**src/rtl/instruction_fetch.sv**
```systemverilog
// Instruction fetch stage: owns the fetch PC, issues in-order word reads to
// instruction memory and queues the returned words with their PCs for decode.
// A redirect flushes the queue and remembers how many responses are still in
// flight so that those stale words are dropped when they come back.
module instruction_fetch #(
  parameter logic [31:0] RESET_PC = 32'h0000_0000,
  parameter int          DEPTH    = 4
) (
  input  logic        clk,
  input  logic        reset,
  input  logic        redirect_valid,
  input  logic [31:0] redirect_pc,
  output logic        imem_req_valid,
  output logic [31:0] imem_req_addr,
  input  logic        imem_req_ready,
  input  logic        imem_rsp_valid,
  input  logic [31:0] imem_rsp_data,
  output logic        inst_valid,
  output logic [31:0] inst_data,
  output logic [31:0] inst_pc,
  input  logic        inst_ready
);

  localparam int PTR_W = $clog2(DEPTH);
  localparam int CNT_W = PTR_W + 1;
  localparam logic [CNT_W:0] DEPTH_CMP = (CNT_W+1)'(DEPTH);

  logic [31:0]      fetch_pc;
  logic [31:0]      pc_q   [DEPTH];
  logic [31:0]      data_q [DEPTH];
  logic [DEPTH-1:0] filled;
  logic [PTR_W-1:0] alloc_ptr;
  logic [PTR_W-1:0] fill_ptr;
  logic [PTR_W-1:0] rd_ptr;
  logic [CNT_W-1:0] count;    // allocated entries
  logic [CNT_W-1:0] pend;     // allocated entries still waiting for data
  logic [CNT_W-1:0] discard;  // stale responses still to be dropped
  logic [CNT_W:0]   occupancy;

  logic head_ok;
  logic req_fire;
  logic pop;
  logic rsp_drop;
  logic rsp_fill;
  logic fill_we;
  logic unused_pc_bits;

  // Low address bits of a redirect target are meaningless for word fetch.
  assign unused_pc_bits = &redirect_pc[1:0];

  // Every allocated entry and every pending discard holds one slot of the
  // outstanding-request budget; requests stop when the budget is used up.
  assign occupancy      = {1'b0, count} + {1'b0, discard};
  assign imem_req_valid = reset && !redirect_valid && (occupancy < DEPTH_CMP);
  assign imem_req_addr  = fetch_pc;

  assign head_ok    = (count != '0) && filled[rd_ptr];
  assign inst_valid = !redirect_valid && head_ok;
  assign inst_data  = head_ok ? data_q[rd_ptr] : 32'h0;
  assign inst_pc    = head_ok ? pc_q[rd_ptr]   : 32'h0;

  assign req_fire = imem_req_valid && imem_req_ready;
  assign pop      = inst_valid && inst_ready;
  assign rsp_drop = imem_rsp_valid && (discard != '0);
  assign rsp_fill = imem_rsp_valid && (discard == '0) && (pend != '0);
  assign fill_we  = rsp_fill && !redirect_valid;

  // Control state: fetch PC, queue pointers, occupancy and discard tracking.
  always_ff @(posedge clk or negedge reset) begin
    if (!reset) begin
      fetch_pc  <= RESET_PC;
      filled    <= '0;
      alloc_ptr <= '0;
      fill_ptr  <= '0;
      rd_ptr    <= '0;
      count     <= '0;
      pend      <= '0;
      discard   <= '0;
    end else if (redirect_valid) begin
      // A response landing in the redirect cycle is stale and consumes one
      // of the outstanding slots now.
      fetch_pc  <= {redirect_pc[31:2], 2'b00};
      filled    <= '0;
      alloc_ptr <= '0;
      fill_ptr  <= '0;
      rd_ptr    <= '0;
      count     <= '0;
      pend      <= '0;
      discard   <= discard + pend - CNT_W'(rsp_drop || rsp_fill);
    end else begin
      if (req_fire) begin
        alloc_ptr         <= alloc_ptr + PTR_W'(1);
        fetch_pc          <= fetch_pc + 32'd4;
        filled[alloc_ptr] <= 1'b0;
      end
      if (rsp_fill) begin
        fill_ptr         <= fill_ptr + PTR_W'(1);
        filled[fill_ptr] <= 1'b1;
      end
      if (rsp_drop) begin
        discard <= discard - CNT_W'(1);
      end
      if (pop) begin
        rd_ptr         <= rd_ptr + PTR_W'(1);
        filled[rd_ptr] <= 1'b0;
      end
      count <= count + CNT_W'(req_fire) - CNT_W'(pop);
      pend  <= pend + CNT_W'(req_fire) - CNT_W'(rsp_fill);
    end
  end

  // Queue payload: PC captured on request acceptance, word on response.
  always_ff @(posedge clk) begin
    if (req_fire) begin
      pc_q[alloc_ptr] <= fetch_pc;
    end
    if (fill_we) begin
      data_q[fill_ptr] <= imem_rsp_data;
    end
  end

endmodule

```
**config.mk**
```make
export PLATFORM = sky130hd
export DESIGN_NAME = instruction_fetch
export DESIGN_NICKNAME = d
export VERILOG_FILES = /design/src/rtl/instruction_fetch.sv
export SDC_FILE = /design/constraint.sdc
export NUM_CORES = 1
export LEC_CHECK = 0
export CAP_MARGIN = 20
export CORE_ASPECT_RATIO = 1.1
export CORE_UTILIZATION = 35
export CTS_CLUSTER_SIZE = 40
export DETAILED_ROUTE_END_ITERATION = 7
export GPL_ROUTABILITY_DRIVEN = 0
export PLACE_DENSITY = 0.6
export SYNTH_ARGS = -nofsm -noshare
export SYNTH_HDL_FRONTEND = slang
export SYNTH_SLANG_ARGS = --single-unit
```
**constraint.sdc**
```tcl
create_clock -name clk -period 4.38 [get_ports clk]
set_input_delay 0.876 -clock clk [delete_from_list [all_inputs] [get_ports clk]]
set_output_delay 0.876 -clock clk [all_outputs]
set_load 0.02 [all_outputs]
```
-- After elaboration in Yosys (flattened, before gate mapping)
Memory sizes are Yosys's and may differ from the RTL's.
Cells that the tools add are included.
- word-level logic and storage cells: 89
- bits in latches: 0
- bits in read-only memories: 0
- memories: 2
- register bits: 51
- RAM bits: 256
- memory list (memory ; depth ; bits a word ; read ports ; clocked after memory_dff ; write ports ; line ; RTL):
    data_q ; 4 ; 32 ; 1 ; 0 ; 1 ; 30 ; logic [31:0] data_q [DEPTH];
    pc_q ; 4 ; 32 ; 1 ; 0 ; 1 ; 29 ; logic [31:0] pc_q [DEPTH];
- $lt $le $gt $ge: 7
- multiply operators: 0
- shifts and indexed selects: 0
- multiplexer cells: 32
- bitwise operators: 5
- reduce and logical (&&, ||, !) cells: 23
- $add $sub $neg: 12
- equality and inequality tests: 0
- div/mod/pow operators: 0
- operator list (cell ; number):
    $mux W32 ; 4
    $add A32 B3 Y32 const B ; 1
    $mux W4 ; 6
    $logic_and A1 B1 Y1 ; 13
    $mux W2 ; 6
    $mux W3 ; 4
    $lt A2 B3 Y1 const B ; 3
    $reduce_bool A3 Y1 ; 3
    $sub A3 B1 Y3 ; 3
    $and A4 B4 Y4 ; 2
    $mux W1 ; 8
    $not A4 Y4 ; 2
    $reduce_bool A2 Y1 ; 4
    $add A2 B1 Y2 const B ; 3
    $add A3 B1 Y3 ; 2
    $demux W1 S2 ; 3
    $ge A2 B1 Y1 const B ; 3
    $add A3 B3 Y4 ; 1
    $lt A4 B3 Y1 const B ; 1
    $or A4 B4 Y4 ; 1
    $add A3 B3 Y3 ; 1
    $logic_not A3 Y1 ; 1
    $sub A3 B1 Y3 const B ; 1
    $bmux W1 S2 ; 1
    2 further kinds ; 2

-- Depth between registers and ports, before layout
Gate-level depths: netlist (run 1).
- depth in word-level cells: 14
- mapped depth: 15

-- Least setup slack after synthesis (run 1)
OpenSTA, ideal clock, no wires.
- kind: input to register
- from: in redirect_valid
- to: reg pend[2]
- setup time: 0.132 ns
- buffers on the path: 4
- path slack: 1.207 ns
- data required time: 4.248 ns
- data arrival time: 3.042 ns
- stages: 15
- cell sequence: buf_4 > nor3_1 > and4_1 > buf_4 > inv_1 > buf_4 > buf_2 > ha_1 > inv_1 > ha_1 > inv_1 > fa_1 > xnor2_1 > xnor2_1 > nor2_1
- longest elaborated chain between the ends: 7
- ends and longest elaborated chain (item ; line ; RTL):
    from (decl) ; 11 ; input logic redirect_valid,
    $logic_not A1 Y1 ; 54 ; assign imem_req_valid = reset && !redirect_valid && (occupancy < DEPTH_CMP);
    $logic_and A1 B1 Y1 (2 in a row) ; 54 ;
    $logic_and A1 B1 Y1 ; 62 ; assign req_fire = imem_req_valid && imem_req_ready;
    $add A3 B1 Y3 ; 108 ; pend <= pend + CNT_W'(req_fire) - CNT_W'(rsp_fill);
    $sub A3 B1 Y3 ; 108 ;
    $mux W3 (*) ; 79 ; end else if (redirect_valid) begin
    to (signal assigned) ; 108 ;
    to (decl) ; 36 ; logic [CNT_W-1:0] pend;
Every way passes the cells marked *; elsewhere a longest branch is shown, timed or not.
A chain may end at the register's enable or synchronous reset.

-- Worst setup path in the final report (run 1)
- from: reg rd_ptr[1]
- to: out inst_pc[3]
- longest elaborated chain between the ends: 4
- elaborated cells on any way between the ends: 5
- ends and longest elaborated chain (item ; line ; RTL):
    from (decl) ; 34 ; logic [PTR_W-1:0] rd_ptr;
    from (signal assigned) ; 104 ; rd_ptr <= rd_ptr + PTR_W'(1);
    $bmux W1 S2 ; 57 ; assign head_ok = (count != '0) && filled[rd_ptr];
    $mux W1 (implied by the code) ; 57 ;
    $logic_and A1 B1 Y1 ; 57 ;
    $mux W32 (*) ; 60 ; assign inst_pc = head_ok ? pc_q[rd_ptr] : 32'h0;
    to (decl) ; 20 ; output logic [31:0] inst_pc,
Every way passes the cells marked *; elsewhere a longest branch is shown, timed or not. The select of a mux whose other input is x is not followed.

==> results of run 1 <==
## power by group
| part | internal, mW | total, mW | switching (mW) |
|---|---|---|---|
| registers | 3.18 | 3.30 | 0.124 |
| clock network | 1.62 | 2.69 | 1.07 |
| logic | 0.276 | 0.565 | 0.289 |
| total | 5.08 | 6.56 | 1.48 |
## layout by cell type, fill, tap and decap left out, types with 11 or more instances in the layout
master	count
clkdlybuf4s50_1	159
inv_1	26
nand4_1	11
ha_1	24
nand2_1	46
clkbuf_16	33
and2b_1	12
o21ai_0	24
mux4_2	63
edfxtp_1	248
buf_4	17
nor2_1	22
nor2b_1	54
dfrtp_1	47
nand3_1	24
## registers in the layout (all words and copies together), names as in the netlist
name and flops:
data_q 128, pc_q 120, imem_req_addr 30, filled 4
count 3, discard 3, pend 3, alloc_ptr 2
fill_ptr 2, rd_ptr 2
## metrics by stage
stage | std cells | hold WS (ns) | setup WS (ns) | instance area, um^2
6_report | 1433 | 0.4728 | 0.4364 | 15890
5_1_grt | 1432 | 0.5183 | 0.2823 | 15890
4_1_cts | 1431 | 0.4870 | 0.3414 | 15880
3_5_place_dp | 1373 | 0.5255 | 0.9738 | 14810
3_3_place_gp | 1373 | 0.5176 | 0.9707 | 14810
2_1_floorplan | 749 | 0.4717 | 1.207 | 12560
## cell families (layout without fill, tap and decap cells)
kind of cell,after synthesis,after routing,synth area share
compound gates,76,76,0.04108
xor+xnor,11,11,0.007678
fa+ha+maj,27,27,0.02871
buf+inv,66,268,0.02393
flops,297,297,0.6911
mux,65,65,0.1147
other cells,1,5,0.0002988
simple gates,203,203,0.09252
## layer usage
layer	global-route usage	share of wire	vias to the layer above
met1	0.2137	0.45	3570
li1	-	-	3237
met3	0.02866	0.054	28
met5	0	0	-
met4	0.03571	0.016	0
met2	0.2522	0.48	173
## cell type report
class | instances | area [um^2] | share of cell area
flip-flops and latches | 297 | 8681 | 0.5462
well taps | 481 | 601.8 | 0.03787
inverters | 26 | 97.59 | 0.006140
multi-input cells | 386 | 3592 | 0.2260
clock buffers | 43 | 903.4 | 0.05684
diodes | 1 | 2.502 | 0.0001574
repair buffers | 184 | 1849 | 0.1164
clock inverters | 15 | 166.4 | 0.01047
## how the worst max path moves through the flow
stage                                     start  cells past startpoint                 to
final                     rd_ptr[1]$_DFFE_PN0P_                      5         inst_pc[3]
after global routing      rd_ptr[1]$_DFFE_PN0P_                      5         inst_pc[3]
after CTS                 rd_ptr[1]$_DFFE_PN0P_                      5         inst_pc[3]
after detailed placement  rd_ptr[1]$_DFFE_PN0P_                      5         inst_pc[4]
after global placement    rd_ptr[1]$_DFFE_PN0P_                      5         inst_pc[3]
after floorplan                  redirect_valid                     15  pend[2]$_DFF_PN0_
## critical path: stages, from the launching register on
cell and delay (ns):
dfrtp_4 0.72, mux4_2 0.43, o31ai_4 0.21, buf_12 0.36, and2b_1 0.22, clkdlybuf4s50_1 0.54
==> results.json, run 1 <==
{
  "htreeDepth": 1,
  "synth_seq_cells": 297,
  "dr.pass1.iters": 4,
  "fin_crit_sh": 0.9004,
  "yosys.cell_types.count": 56,
  "postSynthCellCount": 746,
  "finalHoldViolations": 0,
  "rsz0062_at_grt": "false",
  "fin_util": 0.4512,
  "arrival_ns": 3.07,
  "io_buffers": 161,
  "reg2reg_depth": 11,
  "core_um2": 35220,
  "cts_resized": 0,
  "cts_buffers": 31,
  "die_x_um": 182.5,
  "ant_nets": 0,
  "grt_pass1_vias": 7404,
  "synth-edff-count": 248,
  "routed_wl_um": 27590,
  "cts_buffer_depth": 3,
  "grt_pass1_wl_um": 43550,
  "postCtsSetupBuffers": 0,
  "ir_drop_mv": 0.3365,
  "die_area_um2": 36620,
  "max_cap_violations": 0,
  "synth_seq_area_share": 0.6911,
  "rows": 72,
  "yosysTopAreaCell": "edfxtp_1",
  "yosysWarnings": 0,
  "hold_buffers": 0,
  "drive_above_1_share": 0.1651,
  "postSynth.asyncResetShare": 0.1650,
  "hold_class": "in2async",
  "vias": 7008,
  "p_leak_nw": 5.398,
  "final_net_count": 1023,
  "die_h_um": 200.6,
  "critPathCaptureType": "output pin",
  "clkLatencyLatePin_ns": 0.56,
  "post-dp-hpwl_um": 17730,
  "fill_cells": 3083,
  "cts_root_buf": "clkbuf_16",
  "via_per_inst": 4.890,
  "synthTopCellsByArea": "edfxtp_1 (59%), mux4_2 (11%), dfrtp_1 (9.8%)",
  "avgSynthCellArea_um2": 16.82,
  "power_mw": 6.560,
  "start_util": 0.3563,
  "drt_drc_violations_left": 0,
  "powerDensity_nw_per_um2": 412.8,
  "syn_area_um2": 12550,
  "cts_sinks": 297,
  "wire_per_inst_um": 19.25,
  "crit_path_start_kind": "flip-flop",
  "yosysTopAreaCellShare": 0.5934,
  "max_clock_freq_ghz": 0.2536,
  "finClkSkew_ns": 0.01007,
  "fin_setup_tns_ns": 0,
  "setup_viol": 0,
  "finalCriticalPeriod_ns": 3.944,
  "antenna_found_initial": 1,
  "rr_startpoint": "rd_ptr[1]$_DFFE_PN0P_",
  "yosys-top-cells-count": "edfxtp_1 (248), mux4_2 (63), nor2b_1 (54)",
  "grt-ovfl-total": 0,
  "cts_tree": "built",
  "timing.slew.headroom": 0.4854,
  "worstSetupPathType": "reg2out",
  "drt-initial-drc-count": 414,
  "required_ns": 3.50,
  "clk_pin_slew_ns": 0.06,
  "outcome": "finished clean",
  "grt_max_degree": 66,
  "yosysMostFrequentCell": "edfxtp_1",
  "worstMarginPinSlew_ns": 0.7623,
  "crit_fanout": 53,
  "area_growth_syn_to_layout_pct": 26.65,
  "grt.total_usage": 0.1544,
  "r2r_setup_slack_ns": 1.43,
  "report.final.slew_viol_count": 0,
  "io_pins": 168,
  "r2r-end": "count[2]$_DFF_PN0_",
  "synth-main-ff-cell": "edfxtp_1"
}
Power figures use the tool's default switching activity.
==> inputs of run 2 (changes only) <==
--- a/config.mk
+++ b/config.mk
@@ -12,4 +12,5 @@
 export DETAILED_ROUTE_END_ITERATION = 7
 export GPL_ROUTABILITY_DRIVEN = 0
+export GPL_TIMING_DRIVEN = 0
 export PLACE_DENSITY = 0.6
 export SYNTH_ARGS = -nofsm -noshare
==> constraint.sdc (replaced) <==
create_clock -name clk -period 4.38 [get_ports clk]
set_input_delay 0.438 -clock clk [delete_from_list [all_inputs] [get_ports clk]]
set_output_delay 0.438 -clock clk [all_outputs]
set_load 0.02 [all_outputs]
==> results.json, run 2 (synthesis results as in run 1) <==
{
  "ir_drop_mv": 0.2250,
  "fill_cells": 3094,
  "cts_root_buf": "clkbuf_16",
  "finalHoldViolations": 0,
  "antenna_found_initial": 1,
  "area_growth_syn_to_layout_pct": 27.20,
  "final_common_cell": "edfxtp_1",
  "cts_buffer_depth": 3,
  "ant_nets": 0,
  "p_leak_nw": 5.435,
  "drt-initial-drc-count": 662,
  "cts_resized": 0,
  "io_buffers": 160,
  "hold_class": "in2reg",
  "cts_sinks": 297,
  "seq_area_um2": 8673,
  "crit_path_start_kind": "flip-flop",
  "cts_tree": "built",
  "critPathCaptureType": "output pin",
  "fin_crit_sh": 0.8769,
  "report.final.slew_viol_count": 0,
  "fin_setup_tns_ns": 0,
  "setup_viol": 0,
  "dr.pass1.iters": 5,
  "rows": 72,
  "final_cell_count_no_fill": 1457,
  "clkLatencyLatePin_ns": 0.51,
  "io_pins": 168,
  "required_ns": 3.94,
  "drt_drc_violations_left": 0,
  "wire_per_inst_um": 20.01,
  "grt_max_degree": 33,
  "max_clock_freq_ghz": 0.2604,
  "arrival_ns": 3.40,
  "htreeDepth": 2,
  "powerDensity_nw_per_um2": 415.7,
  "clk_pin_slew_ns": 0.06,
  "grt-ovfl-total": 0,
  "max_cap_violations": 0,
  "timing.slew.headroom": 0.3965,
  "hold_ws_ns": 0.4410,
  "finClkSkew_ns": 0.02642,
  "insertedDiodeCount": 0,
  "die_area_um2": 36620,
  "final_net_count": 1048,
  "rsz0062_at_grt": "false",
  "fin_util": 0.4532,
  "drive_above_1_share": 0.1670,
  "power_mw": 6.636,
  "worstSetupPathType": "reg2out",
  "routed_wl_um": 29160,
  "finalCriticalPeriod_ns": 3.841,
  "core_um2": 35220,
  "grt_pass1_vias": 7383,
  "grt.total_usage": 0.1622,
  "die_x_um": 182.5,
  "outcome": "finished clean",
  "cts_buffers": 34,
  "worstMarginPinSlew_ns": 0.9052,
  "start_util": 0.3563,
  "grt_pass1_wl_um": 44730,
  "largest_reg_flops": 128,
  "vias": 7253,
  "via_per_inst": 4.978,
  "die_h_um": 200.6,
  "placed_cells": 1395,
  "post-dp-hpwl_um": 19170,
  "multi_input_area_um2": 3593,
  "mostFrequentLayoutCells": "edfxtp_1 (248), clkdlybuf4s50_1 (159), mux4_2 (63)",
  "top_register": "data_q",
  "crit_fanout": 10
}
==> run 2: layout make-up <==
cell class,instances,area share
inverter,26,0.006114
multi-input combinational,386,0.2251
sequential,297,0.5433
clock buffer,42,0.05651
clock inverter,19,0.01160
timing repair buffer,166,0.1069
tap,481,0.03770
buffer,40,0.01270
==> run 2: final timing paths <==
check	start	endpoint	slack, ns	cells after the start
worst max-delay path	rd_ptr[1]$_DFFE_PN0P_	inst_data[30]	0.54	5
worst min-delay path	redirect_valid	discard[2]$_DFFE_PN0P_	0.44	4
worst max register to register	count[2]$_DFF_PN0_	pend[2]$_DFF_PN0_	1.17	15
max in group asynchronous	reset	pend[2]$_DFF_PN0_	3.31	3
worst min register to register	discard[2]$_DFFE_PN0P_	discard[2]$_DFFE_PN0P_	0.51	1
min in group asynchronous	reset	imem_req_addr[9]$_DFFE_PN0N_	0.49	2
==> run 2: through the flow <==
step | setup WS, ns | cell area [um^2]
floorplan | 1.469 | 12560
global placement | -0.8923 | 14760
detailed placement | 0.6821 | 14870
CTS | 0.4166 | 15960
global route | 0.3490 | 15960
finish | 0.5390 | 15960
==> run 2: repair_timing <==
action | in CTS | in global routing
setup buffers | 0 | 0
hold buffers | 1 | 0
hold endpoints to repair | 24 | 0
==> run 2: critical path: stages (launching register included) <==
cell             delay [ns]
dfrtp_1                0.40
clkbuf_1               0.63
buf_1                  0.70
mux4_2                 0.42
nor2b_1                0.14
clkdlybuf4s50_1        0.61
==> run 2: report_power, final <==
group / switching (mW) / total [mW] / internal, mW
combinational: 0.298 / 0.577 / 0.279
clock: 1.10 / 2.76 / 1.65
sequential: 0.122 / 3.30 / 3.18
total: 1.52 / 6.64 / 5.11
==> run 2: per-layer routing <==
metal  track usage  routed length [um]  up-vias  share of wire
li1              -                   -     3300              -
met1        0.2212               12810     3666           0.44
met5             0                  10        -        0.00034
met4       0.04772                 640        2          0.022
met2        0.2640               14010      237           0.48
met3       0.02993                1683       48          0.058
==> inputs of run 3 (changes only) <==
Settings changed: CELL_PAD_IN_SITES_DETAIL_PLACEMENT set to 0, CELL_PAD_IN_SITES_GLOBAL_PLACEMENT set to 1, GPL_TIMING_DRIVEN 0 to not set, PLACE_DENSITY 0.6 to 0.68.
==> results.json, run 3 (synthesis results as in run 1) <==
{
  "hold_buffers": 0,
  "start_util": 0.3563,
  "area_growth_syn_to_layout_pct": 25.74,
  "ant_nets": 0,
  "grt_pass1_wl_um": 43940,
  "rsz0062_at_grt": "false",
  "arrival_ns": 2.77,
  "die_h_um": 200.6,
  "drt_drc_violations_left": 0,
  "cts_resized": 0,
  "crit_chain": "mux4_2 > o31ai_4 > buf_12 > and2b_1 > clkdlybuf4s50_1",
  "finalCriticalPeriod_ns": 3.206,
  "insertedDiodeCount": 0,
  "powerDensity_nw_per_um2": 418.6,
  "wire_per_inst_um": 19.69,
  "max_cap_violations": 0,
  "cp_slowest_stage_delay_ns": 0.56,
  "largest_reg_flops": 128,
  "rr_startpoint": "count[2]$_DFF_PN0_",
  "final_common_cell": "edfxtp_1",
  "finalInstanceArea_um2": 15780,
  "p_leak_nw": 5.340,
  "top_register": "data_q",
  "r2r-end": "pend[2]$_DFF_PN0_",
  "crit_path_start_kind": "flip-flop",
  "clkLatencyLatePin_ns": 0.52,
  "drive_above_1_share": 0.1577,
  "die_x_um": 182.5,
  "critPathCaptureType": "output pin",
  "cts_root_buf": "clkbuf_16",
  "finalHoldViolations": 0,
  "grt-ovfl-total": 0,
  "grt_pass1_vias": 7412,
  "hold_class": "in2async",
  "grt_max_degree": 66,
  "clk_pin_slew_ns": 0.06,
  "reg2reg_depth": 13,
  "antenna_found_initial": 1,
  "io_pins": 168,
  "worst-path-buf-inv": 2,
  "placed_cells": 1365,
  "via_per_inst": 4.945,
  "max_clock_freq_ghz": 0.3119,
  "crit_slowest_cell": "mux4_2",
  "mostFrequentLayoutCells": "edfxtp_1 (248), clkdlybuf4s50_1 (159), mux4_2 (63)",
  "fin_setup_tns_ns": 0,
  "worstMarginPinSlew_ns": 0.9324,
  "report.final.slew_viol_count": 0,
  "io_buffers": 161,
  "cts_buffer_depth": 3,
  "dr.pass1.iters": 5,
  "drt-initial-drc-count": 417,
  "post-dp-hpwl_um": 16900,
  "ir_drop_mv": 0.2458,
  "placed_cell_area_um2": 14700,
  "finClkSkew_ns": 0.01713,
  "vias": 7051,
  "cts_buffers": 34,
  "final_net_count": 1017,
  "setup_viol": 0,
  "routed_wl_um": 28080,
  "required_ns": 3.94,
  "rows": 72,
  "timing.slew.headroom": 0.3784,
  "htreeDepth": 2,
  "postCtsSetupBuffers": 0,
  "worstSetupPathType": "reg2out",
  "core_um2": 35220,
  "crit_family": "buffers and inverters",
  "cts_tree": "built",
  "cts_sinks": 297,
  "r2r_setup_slack_ns": 1.44,
  "grt.total_usage": 0.1580,
  "outcome": "finished clean",
  "final_cell_count_no_fill": 1426,
  "crit_fanout": 62,
  "fin_crit_sh": 0.7319,
  "die_area_um2": 36620
}
[run 3: cell type report]
class / count / area [um^2]
clock inverter: 22 / 198.9
clock buffer: 39 / 879.6
sequential: 297 / 8678
tap: 481 / 601.8
multi-input combinational: 386 / 3592
fill: 3101 / 19440
timing repair buffer: 175 / 1732
inverter: 26 / 97.59
[run 3: metal layers]
metal	share of wire	vias to the layer above	track usage
met5	0	-	0
met4	0.022	0	0.04982
met3	0.053	42	0.03338
met2	0.48	181	0.2578
met1	0.44	3586	0.2109
li1	-	3242	-
[run 3: worst reg2reg max path: cells and delay by family (launching register included)]
family                     cells  cell delay (ns)
adders and majority gates      4             1.14
and+or+nand+nor                3             0.54
DFF                            1             0.44
buffers and inverters          4             0.37
xor gates and xnor gates       2             0.32
[run 3: worst max-delay path by stage]
stage	startpoint	endpoint	slack (ns)	depth (start not counted)
floorplan	count[2]$_DFF_PN0_	pend[2]$_DFF_PN0_	1.47	15
global placement	count[2]$_DFF_PN0_	pc_q[1][2]$_DFFE_PP_	1.43	7
detailed placement	count[2]$_DFF_PN0_	pc_q[1][2]$_DFFE_PP_	1.37	7
CTS	rd_ptr[0]$_DFFE_PN0P_	inst_pc[10]	1.11	4
global route	rd_ptr[0]$_DFFE_PN0P_	inst_pc[17]	1.03	4
finish	rd_ptr[0]$_DFFE_PN0P_	inst_pc[11]	1.17	5
[run 3: power by group]
group	internal (mW)	switching, mW
clock network	1.63	1.12
logic	0.269	0.282
registers	3.18	0.129
[run 3: per-stage QoR]
step	hold WS [ns]	total power [mW]	setup slack [ns]	util
2_1_floorplan	0.1424	3.658	1.469	-
3_3_place_gp	0.4963	3.919	1.427	0.4174
3_5_place_dp	0.5056	3.926	1.372	0.4174
4_1_cts	0.1228	6.683	1.108	0.4480
5_1_grt	0.1589	6.873	1.032	0.4480
6_report	0.1138	6.606	1.174	0.4480
==> variant: new RTL, settings of run 3 <==
Change the parameter `DEPTH` from 4 to 8.
--- a/src/rtl/instruction_fetch.sv
+++ b/src/rtl/instruction_fetch.sv
@@ -5,5 +5,5 @@
 module instruction_fetch #(
   parameter logic [31:0] RESET_PC = 32'h0000_0000,
-  parameter int          DEPTH    = 4
+  parameter int          DEPTH    = 8
 ) (
   input  logic        clk,
Formal check against the unedited RTL: not equivalent (a bounded check fails within 10 cycles, from zero or initial values and one cycle with reset low).
==> variant against run 3 <==
- power rose by 78%
- sequential cell count is 258 higher
- routed wire length grew 100%
- final cell count up 72%
- cell area rose by 73%
- clock power increased by 76%
- setup slack got worse by 0.82 ns
- area after synthesis is 80% higher
- critical endpoint is now inst_pc[3]
==> variant: results (changes against run 3) <==
| Metric | Value |
|---|---|
| Status | finished, final reports clean |
| P_comb | 814 uW (+48%) |
| Post-synth EDFFs | 496 (+100%) |
| Synth top cells by count | edfxtp_1 (496), nand2_1 (112), nor2_1 (93) |
| Worst Hold Slack | 0.380 ns (+0.266 ns) |
| Initial antenna violation count | 0 (-1) |
| Syn avg cell area | 16.4 um2 (-2.7%) |
| Max reg flops | 256 (+100%) |
| Peak supply drop | 0.309 mV (+26%) |
| DP Worst Slack | 0.940 ns (-0.433 ns) |
| Crit Reg-Reg Startpoint | discard[3]$_DFFE_PN0P_ |
| Syn-to-layout area delta | 20.6% |
| FF-to-FF End | pc_q[3][25]$_DFFE_PP_ |
| Placed cells | 2,343 (+72%) |
| DRT Wirelength | 56,000 um (+100%) |
| Synth area leaders | edfxtp_1 (66%), dfrtp_1 (6.5%), mux4_2 (6.2%) |
| Async SR Flop Fraction | 10.6% (-5.9 points) |
| Placed instance area | 25,400 um2 (+73%) |
| GRT Overall Usage | 17.1% (+1.3 points) |
| Num CTS Buffers | 57 (+68%) |
| Worst clock skew | 0.0404 ns (+0.0232 ns) |
| P_leak | 0.00875 uW (+64%) |
| Clock group | 4830 uW (+76%) |
| Crit path launch | rd_ptr[0]$_DFFE_PN0P_ |
| Fin nets | 1,660 (+63%) |
| Later-pin clock latency in the skew report | 0.63 ns (+0.11 ns) |
| Via density | 5.33 (+7.8%) |
| Post-Synth Adder-Cell Area | 1.65% (-1.2 points) |
| Worst EP arrival | 3.59 ns (+0.82 ns) |
| Worst path max stage delay | 0.88 ns (+0.32 ns) |
| Crit path to | inst_pc[3] |
| Synth Area in Compound Gates | 7.31% (+3.2 points) |
| XOR/XNOR Fraction of Synth Area | 0.620% (-0.15 points) |
| Switch share | 22.8% (-0.32 points) |
| Pin count of the biggest net entering global routing | 67 (+1.5%) |
| Portion of netlist area occupied by mux cells | 9.54% (-1.9 points) |
| Min-delay worst type | input port to flop |
| First-pass GRT wire length | 84,400 um (+92%) |
| R2R depth | 8 (-5) |
| HPWL Detailed | 31,600 um (+87%) |
| Drt first-iter violations | 903 (+120%) |
| Non-Filler Instances | 2,452 (+72%) |
| Worst reg2reg setup slack | 1.04 ns (-0.40 ns) |
| Worst slew margin | 28.1% (-9.8 points) |
| Share of layout cells above drive strength 1 | 17.3% (+1.6 points) |
| Int Pwr | 9060 uW (+78%) |
| CP Max Fanout | 51 (-18%) |
| Seq/Total Area, Yosys | 72.4% (+3.3 points) |
| Crit-path slowest cell | dfrtp_4 |
| # fillers | 5,699 (+84%) |
| Vias in the first global route | 13,600 (+83%) |
==> variant: cell count changes in the layout (fill, tap and decap cells not counted), moves of 25 or more <==
cell             run 3  this run
buf_4               12        37
edfxtp_1           248       496
o22ai_1              0        62
mux2_2               0        63
o221ai_1             0        63
nor2_1              22        89
nor2b_1             54         7
nand2_1             46       109
==> variant: timing repair <==
action / CTS / global route
hold buffers: 1 / 0
hold endpoints to repair: 18 / 0
setup endpoints to repair: 0 / 0
resized for setup: 0 / 0
==> variant: cell type report <==
cell class,instances,share of cell area [%]
repair buffers,205,7.37
clock buffers,74,5.58
flip-flops and latches,555,60.1
clock inverters,34,1.26
inverters,43,0.592
multi-input cells,700,21.2
well taps,841,3.86
==> variant: routing by layer <==
metal  vias up  track usage (%)  part of all wire (%)
li1       5834                -                     -
met1      6832             22.5                    43
met2       325             29.3                    50
met3        74             2.85                   5.2
met4         0             4.24                   1.8
met5         -                0                     0
